$ cat src/rtl/imm_extend_stage.sv
// imm_extend_stage: decodes and extends a RISC-V immediate into a 2-entry skid FIFO; in: clk, rst_n, in_valid/in_ready, in_instr[31:7], in_imm_src, in_tag, flush; out: out_valid/out_ready, out_imm, out_err, out_tag
module imm_extend_stage #(
  parameter int XLEN  = 32,
  parameter int TAG_W = 5
) (
  input  logic             clk,
  input  logic             rst_n,
  input  logic             in_valid,
  output logic             in_ready,
  input  logic [31:7]      in_instr,
  input  logic [2:0]       in_imm_src,
  input  logic [TAG_W-1:0] in_tag,
  input  logic             flush,
  output logic             out_valid,
  input  logic             out_ready,
  output logic [XLEN-1:0]  out_imm,
  output logic             out_err,
  output logic [TAG_W-1:0] out_tag
);
  localparam int W = XLEN + 1 + TAG_W;
  logic            s;
  logic [XLEN-1:0] imm;
  logic            err;
  logic [W-1:0]    mem [2];
  logic [1:0]      count;
  logic            wp, rp, push, pop;
  assign s = in_instr[31];
  always_comb begin
    imm = '0;
    err = 1'b0;
    case (in_imm_src)
      3'b000: imm = XLEN'({{52{s}}, in_instr[31:20]});
      3'b001: imm = XLEN'({{52{s}}, in_instr[31:25], in_instr[11:7]});
      3'b010: imm = XLEN'({{52{s}}, in_instr[7], in_instr[30:25], in_instr[11:8], 1'b0});
      3'b011: imm = XLEN'({{44{s}}, in_instr[19:12], in_instr[20], in_instr[30:21], 1'b0});
      3'b100: imm = XLEN'({{32{s}}, in_instr[31:12], 12'b0});
      3'b101: imm = XLEN'({59'b0, in_instr[19:15]});
      3'b110: imm = XLEN == 64 ? XLEN'({58'b0, in_instr[25:20]}) : XLEN'({59'b0, in_instr[24:20]});
      default: err = 1'b1;
    endcase
  end
  assign in_ready  = count != 2'd2;
  assign out_valid = count != 2'd0;
  assign push      = in_valid & in_ready & ~flush;
  assign pop       = out_valid & out_ready;
  assign {out_imm, out_err, out_tag} = mem[rp];
  always_ff @(posedge clk or negedge rst_n) begin
    if (!rst_n) begin
      count  <= '0;
      wp     <= 1'b0;
      rp     <= 1'b0;
      mem[0] <= '0;
      mem[1] <= '0;
    end else if (flush) begin
      count <= '0;
      wp    <= 1'b0;
      rp    <= 1'b0;
    end else begin
      if (push) mem[wp] <= {imm, err, in_tag};
      wp    <= wp ^ push;
      rp    <= rp ^ pop;
      count <= count + {1'b0, push} - {1'b0, pop};
    end
  end
endmodule
$ cat config.mk
export PLATFORM = sky130hd
export DESIGN_NAME = imm_extend_stage
export DESIGN_NICKNAME = d
export VERILOG_FILES = /design/src/rtl/imm_extend_stage.sv
export SDC_FILE = /design/constraint.sdc
export NUM_CORES = 1
export LEC_CHECK = 0
export CORE_MARGIN = 5
export CORE_UTILIZATION = 40
export DETAILED_ROUTE_END_ITERATION = 10
export PLACE_DENSITY_LB_ADDON = 0.1
export SKIP_LAST_GASP = 1
export SLEW_MARGIN = 25
export SYNTH_ARGS = -nofsm -noshare
export SYNTH_HDL_FRONTEND = slang
export SYNTH_SLANG_ARGS = --single-unit
export TNS_END_PERCENT = 10
$ cat constraint.sdc
create_clock -name clk -period 4.24 [get_ports clk]
set_input_delay 0.848 -clock clk [delete_from_list [all_inputs] [get_ports clk]]
set_output_delay 0.848 -clock clk [all_outputs]
set_load 0.1 [all_outputs]
== Word level (Yosys, flattened, before mapping) ==
Index checks and enable logic that the tools add are counted.
Word-level totals
  flip-flop bits (word level): 80
  latch bits: 0
  memory bits (writable): 0
  ROM bits: 0
  input port bits: 38
  memories kept: 0
Cells by class
  $add $sub $neg: 2
  multipliers: 0
  divide/modulo/power cells: 0
  magnitude comparators: 3
  equal/unequal tests: 7
  shift operators: 0
  mux-type cells: 11
  bitwise logic cells: 8
  reductions and logical operators: 5
Operator list (count)
  one-hot mux 32 bit (7 select lines): 1
  2-to-1 mux 38 bit: 4
  bitwise mux 76 bit: 1
  demux 38 bit (select 1 bit): 1
  == test 3 bit (second input constant): 3
  OR reduction 7 bit: 1
  == test 3 x 2 -> 1 bit (second input constant): 2
  >= comparator 2 bit (second input constant): 2
  NOT 1 -> 2 bit: 2
  bitwise AND 1 bit: 3
  == test 3 x 1 -> 1 bit (second input constant): 1
  zero test 3 bit: 1
  2-to-1 mux 1 bit: 3
  adder 2 x 1 -> 2 bit: 1
  less-than comparator 2 x 1 -> 1 bit (second input constant): 1
  2-to-1 mux 2 bit: 1
  != test 2 bit (second input constant): 1
  AND reduction 2 bit: 1
  nonzero test 2 bit: 1
  subtractor 2 x 1 -> 2 bit: 1
  bitwise XOR 1 bit: 2
  logical AND 1 bit: 1
  NOT 1 bit: 1

== Depth between registers and ports, before layout ==
Gate-level depths: netlist of run 1.
  depth in word-level cells: 6
  depth in mapped cells: 9

== Least setup slack after synthesis of run 1 ==
OpenSTA, ideal clock, no wires.
  path kind: register -> output
  start point: reg rp
  end point: out out_imm[1]
  data arrival time: 2.864 ns
  slack: 0.528 ns
  cell stages (with the launch flop): 4
  buffers on the path: 2
  cell sequence: dfrtp_1 -> clkbuf_1 -> clkbuf_1 -> o21ai_0
On the way
  longest elaborated chain between the ends: 4
RTL lines
  from (decl): RTL line 26  | logic wp, rp, push, pop;
  from (signal assigned): RTL line 61  | rp <= rp ^ pop;
  NOT 1 -> 2 bit (not written as such): RTL line 46  | assign {out_imm, out_err, out_tag} = mem[rp];
  2-to-1 mux 38 bit (not written as such) (3 in a row): RTL line 46
  to (decl): RTL line 16  | output logic [XLEN-1:0] out_imm,
No other way between the ends. The select of a mux whose other input is x is not followed.

== Final worst setup path of run 1 ==
  start point: reg rp
  end point: out out_imm[21]
Same word-level chain as after synthesis.

==> results of run 1 <==
state kept, by name, indices dropped and copies added, names as in the netlist:
| signal | cells |
|---|---|
| mem | 76 |
| rp | 1 |
| wp | 1 |
| count | 2 |
worst min-delay path by stage:
stage / to / depth (start not counted) / slack (ns) / from
6_report: mem[5]$_DFFE_PN0P_ / 1 / 0.50 / mem[5]$_DFFE_PN0P_
5_1_grt: mem[5]$_DFFE_PN0P_ / 1 / 0.52 / mem[5]$_DFFE_PN0P_
4_1_cts: mem[5]$_DFFE_PN0P_ / 1 / 0.51 / mem[5]$_DFFE_PN0P_
3_5_place_dp: mem[43]$_DFFE_PN0P_ / 1 / 0.49 / mem[43]$_DFFE_PN0P_
3_3_place_gp: mem[5]$_DFFE_PN0P_ / 1 / 0.47 / mem[5]$_DFFE_PN0P_
2_1_floorplan: mem[5]$_DFFE_PN0P_ / 1 / 0.46 / mem[5]$_DFFE_PN0P_
cell usage in the layout (no fill, tap or decap), drive strengths merged:
master | netlist | final
a211oi | 1 | 1
a21oi | 66 | 66
a22oi | 4 | 4
a31o | 1 | 1
and2 | 2 | 2
and2b | 2 | 2
and3b | 1 | 1
buf | 13 | 47
bufinv | 0 | 1
clkbuf | 18 | 9
clkdlybuf4s50 | 0 | 38
clkinv | 0 | 1
clkinvlp | 0 | 1
dfrtp | 80 | 80
ha | 4 | 4
inv | 15 | 19
mux2 | 61 | 61
mux2i | 5 | 5
nand2 | 9 | 9
nand2b | 1 | 1
nand3 | 2 | 2
nor2 | 42 | 42
nor2b | 11 | 11
nor4b | 1 | 1
o21a | 2 | 2
o21ai | 9 | 9
o22a | 8 | 8
o22ai | 10 | 10
or2 | 1 | 1
xnor2 | 2 | 2
xor2 | 2 | 2
per-stage QoR:
stage	utilization, %	setup slack, ns
final	50.9	1.27
after global routing	50.9	1.18
after CTS	50.9	1.24
after detailed placement	48.8	1.06
after global placement	48.8	1.18
after floorplan	-	0.528
logic make-up (layout without fill, tap and decap cells):
kind of cell | Yosys count | count (layout) | share of synthesized area, %
AO/OA/AOI/OAI | 101 | 101 | 15.7
XOR/XNOR | 4 | 4 | 1.34
adder cells (fa/ha/maj) | 4 | 4 | 1.25
buffers and inverters | 46 | 116 | 5.33
flip-flops | 80 | 80 | 49.8
multiplexers | 66 | 66 | 18.3
AND/OR/NAND/NOR | 72 | 72 | 8.16
layer usage:
metal	part of all wire [%]	wire [um]	global-route usage [%]
met2	49	4580	26.5
met5	0	0	0
met4	1.1	104	4.22
met3	3.9	364	3.61
met1	46	4320	22.4
area by class of cell:
cell class | instances | area [um2] | area share (%)
clock buffers | 9 | 124 | 2.49
clock inverters | 7 | 86.3 | 1.73
inverters | 15 | 56.3 | 1.13
multi-input cells | 247 | 1810 | 36.3
flip-flops and latches | 80 | 2000 | 40.2
well taps | 133 | 166 | 3.34
repair buffers | 85 | 733 | 14.7
==> summary.md, run 1 <==
| Metric | Value |
|---|---|
| Ranking of synthesized cells by area | dfrtp_1 50%, mux2_2 17%, a21oi_1 7.0%, nor2_1 3.9%, a21oi_2 2.2% |
| Routed length per placed instance | 16.3 um |
| Final hold viol count | 0 |
| WS Path Type | reg2out |
| Crit start category | register |
| Worst Setup SP | rp$_DFF_PN0_ |
| Final slew viol count | 0 |
| CORE AREA | 9770 um2 |
| Final wirelength | 9370 um |
| Main synth FF type | dfrtp_1 |
| CP top delay family | flip-flops |
| Vias in the first global route | 2993 |
| I/O pin count | 78 |
| Most frequent cell after synthesis | dfrtp_1 |
| Detail Placement HPWL | 6500 um |
| Crit path depth | 2 |
| Worst-case clock skew | 0.00709 ns |
| Yosys cell types | 33 |
| First-pass GRT wire length | 15300 um |
| Sequential share of the synthesized area | 49.8% |
| Hold_buf cts | 0 |
| Yosys top cell by area | dfrtp_1 |
| Synth cell count leaders | 80 x dfrtp_1, 61 x mux2_2, 56 x a21oi_1 |
| Status | completed |
| Worst Setup EP | out_imm[21] |
| Final #Nets | 480 |
| Total gr overflow | 0 |
| Finished Layout Cells | 576 |
| Worst r2r dst | mem[62]$_DFFE_PN0P_ |
| Fill cells | 911 |
| Layout area overhead | 23.9% |
| First-pass iteration count of the detailed router | 4 |
| Maximum fanout along the worst path | 45 |
| Tmin final | 2.97 ns |
| Final Wtd Congestion | 0.708 |
| Setup violations, final | 0 |
| TNS Setup | 0 ns |
| CTS tree | built |
| Post-Syn Area | 4020 um2 |
| Flop-to-flop setup slack | 2.05 ns |
| Crit-path cells | mux2_2 > buf_4 |
| Worst-margin pin slew | 1.04 ns |
| GRT Overall Usage | 16.4% |
| Fin crit share | 70.1% |
| Drt drc | 0 |
| Die X | 110 um |
| Finished Cell Area | 4980 um2 |
| Critical path capture point type | output port |
| Max clock buf depth | 2 |
| Post-CTS Setup Inserts | 0 |
| Hold WS | 0.497 ns |
| Initial antenna violation count | 0 |
| Die ar. | 12100 um2 |
| CP required | 3.39 ns |
| Reg2reg start | count[1]$_DFF_PN0_ |
| Register bit total from synthesis | 80 |
| EDFF count, synth | 0 |
| Vias/cell | 5.04 |
| Crit path buffers/inverters | 1 |
| Cts repair resizes | 0 |
| Placed Cells incl. Taps | 560 |
| Post-DRT Antenna Nets | 0 |
| Async set-reset flop share out of synthesis | 100% |
| # rows | 36 |
| Rel. slew slack | 30.6% |
| Clk sink count | 80 |
| H-Tree Depth | 3 |
| Pin count of the biggest net entering global routing | 64 |
| Clock-pin slew on the worst setup and hold paths | 0.09 ns |
| RSZ-0062 raised after global routing | no |
| Max Cap Viol | 0 |
| R2R depth | 7 |
| Inserted Diodes | 0 |
| Post-Syn Nets | 415 |
| Root buffer cell | clkbuf_8 |
| Routed via count | 2904 |
| Slowest stage delay, CP | 1.06 ns |
| CTS buffer count | 9 |
| Post-Syn Instances | 373 |
| Initial core utilization | 41.1% |
| Clk_lat worst skew | 0.36 ns |
| Starting DRC count in detailed routing | 87 |
| Buffers on Ports | 77 |
| Placed inst area | 4770 um2 |
| Share of cells above drive strength 1 | 32.5% |
| Min-delay worst type | reg2reg |
| Synthesized area per cell | 10.8 um2 |
| Share of the synthesized area in the top cell type | 49.8% |
| Worst endpoint data arrival time | 2.12 ns |
| Die Y | 110 um |
| Slowest stage cell, crit path | dfrtp_2 |
| Peak Freq | 336 MHz |
| Ys Warns | 0 |
Power of run 1 is not shown: default switching activity piles up to over one toggle a cycle in this logic, so the estimate is an artifact.
==> run 2: changes to the inputs <==
- clock period: 4.24 -> 2.8 ns (I/O delays scaled with it)
==> summary.md, run 2 (synthesis results as in run 1) <==
| Metric | Value |
|---|---|
| Initial antenna violation count | 0 |
| Pin count of the biggest net entering global routing | 48 |
| Layout area overhead | 38.2% |
| Status | completed |
| Setup violations, final | 0 |
| WS Path Type | reg2out |
| Slowest stage cell, crit path | dfrtp_2 |
| Placed Cells incl. Taps | 566 |
| Crit path buffers/inverters | 2 |
| Die ar. | 12100 um2 |
| CORE AREA | 9770 um2 |
| Maximum fanout along the worst path | 37 |
| Most flops, register | mem |
| Total gr overflow | 0 |
| Buffers on Ports | 77 |
| Cts repair resizes | 0 |
| CP top delay family | flip-flops |
| H-Tree Depth | 3 |
| Starting DRC count in detailed routing | 123 |
| Most frequent cells in the layout | 79 x dfrtp_1, 61 x mux2_2, 56 x a21oi_1 |
| Final Wtd Congestion | 0.772 |
| Final wirelength | 9580 um |
| Routed length per placed instance | 16.5 um |
| Clk sink count | 80 |
| Final #Nets | 486 |
| Final hold viol count | 0 |
| Finished Layout Cells | 582 |
| First-pass GRT wire length | 15900 um |
| Crit-path cells | buf_12 > o21ai_0 > buf_12 |
| Critical path capture point type | output port |
| Clock-pin slew on the worst setup and hold paths | 0.09 ns |
| Fin crit share | 83.3% |
| Crit start category | register |
| CP required | 2.24 ns |
| Max Cap Viol | 0 |
| Vias in the first global route | 3110 |
| Final core occ | 56.8% |
| Final slew viol count | 0 |
| Post-DRT Antenna Nets | 0 |
| Initial core utilization | 41.1% |
| Hold_buf cts | 0 |
| CP most frequent cell | buf_12 |
| Largest register FFs | 76 |
| Detail Placement HPWL | 6860 um |
| Worst endpoint data arrival time | 1.77 ns |
| Multi-input logic area | 1810 um2 |
| Die X | 110 um |
| Root buffer cell | clkbuf_8 |
| Peak Freq | 429 MHz |
| Die Y | 110 um |
| Worst-case clock skew | 0.0133 ns |
| Commonest non-fill, non-tap cell in the layout | dfrtp_1 |
| I/O pin count | 78 |
| Routed via count | 2943 |
| Regs by FF count | mem (76), count (2) |
| CTS tree | built |
| RSZ-0062 raised after global routing | no |
| Post-CTS Setup Inserts | 0 |
| Rel. slew slack | 55.4% |
| Reg area | 2000 um2 |
| GRT Overall Usage | 17.0% |
| Tmin final | 2.33 ns |
| Inserted Diodes | 0 |
| CTS buffer count | 9 |
| Fill cells | 878 |
| Worst-margin pin slew | 0.668 ns |
| First-pass iteration count of the detailed router | 4 |
| # rows | 36 |
| Clk_lat worst skew | 0.34 ns |
| Max clock buf depth | 2 |
| Share of cells above drive strength 1 | 33.6% |
| Drt drc | 0 |
| Min-delay worst type | in2async |
| Slowest stage delay, CP | 0.52 ns |
| Vias/cell | 5.06 |
run 2: cell types whose count changed in the layout (fill, tap and decap cells not counted), moves of 2 or more:
| cell | before | now |
|---|---|---|
| buf_12 | 0 | 42 |
| buf_4 | 47 | 13 |
| clkdlybuf4s50_1 | 38 | 36 |
| clkinv_2 | 0 | 2 |
| inv_6 | 2 | 0 |
| inv_8 | 2 | 0 |
run 2: metrics by stage:
step | hold slack, ns | cell area (um2) | TNS (ns) | setup WS [ns]
global route | 0.276 | 5550 | 0 | 0.392
finish | 0.242 | 5550 | 0 | 0.467
floorplan | 0.264 | 4020 | -3.73 | -0.624
detailed placement | 0.478 | 5330 | 0 | 0.214
CTS | 0.257 | 5550 | 0 | 0.458
global placement | 0.472 | 5330 | 0 | 0.276
run 2: routing by layer:
metal  vias up  global-route usage (%)  share of wire [%]
met1      1430                    22.8                 44
li1       1436                       -                  -
met5         -                       0                  0
met4         0                    5.36                1.2
met3        11                    2.85                4.2
met2        66                    28.1                 50
run 2: final cells by class:
| cell class | count | share of cell area, % |
|---|---|---|
| Tap cell | 133 | 3.00 |
| Multi-Input combinational cell | 247 | 32.7 |
| Clock inverter | 6 | 1.53 |
| Clock buffer | 10 | 2.30 |
| Inverter | 15 | 1.01 |
| Timing Repair Buffer | 91 | 23.4 |
| Sequential cell | 80 | 36.1 |
run 2: worst reg2reg max path, stage by stage, from the launching register on:
cell and delay, ns:
dfrtp_1 0.41, or2_2 0.31, and2_1 0.19, ha_1 0.27, inv_1 0.04, ha_1 0.17, xor2_1 0.15, xnor2_1 0.14
nor2_1 0.05
run 2: path summary, 6_finish.rpt:
path,start,depth (start not counted),endpoint,slack [ns]
setup / recovery,rp$_DFF_PN0_,3,out_imm[31],0.47
hold / removal,rst_n,1,mem[9]$_DFFE_PN0P_,0.24
setup reg to reg,count[1]$_DFF_PN0_,8,count[1]$_DFF_PN0_,0.96
hold reg to reg,mem[5]$_DFFE_PN0P_,1,mem[5]$_DFFE_PN0P_,0.49
max in group asynchronous,rst_n,2,mem[24]$_DFFE_PN0P_,1.93
min in group clk,mem[5]$_DFFE_PN0P_,1,mem[5]$_DFFE_PN0P_,0.49
Power of run 2 is left out for the same reason.
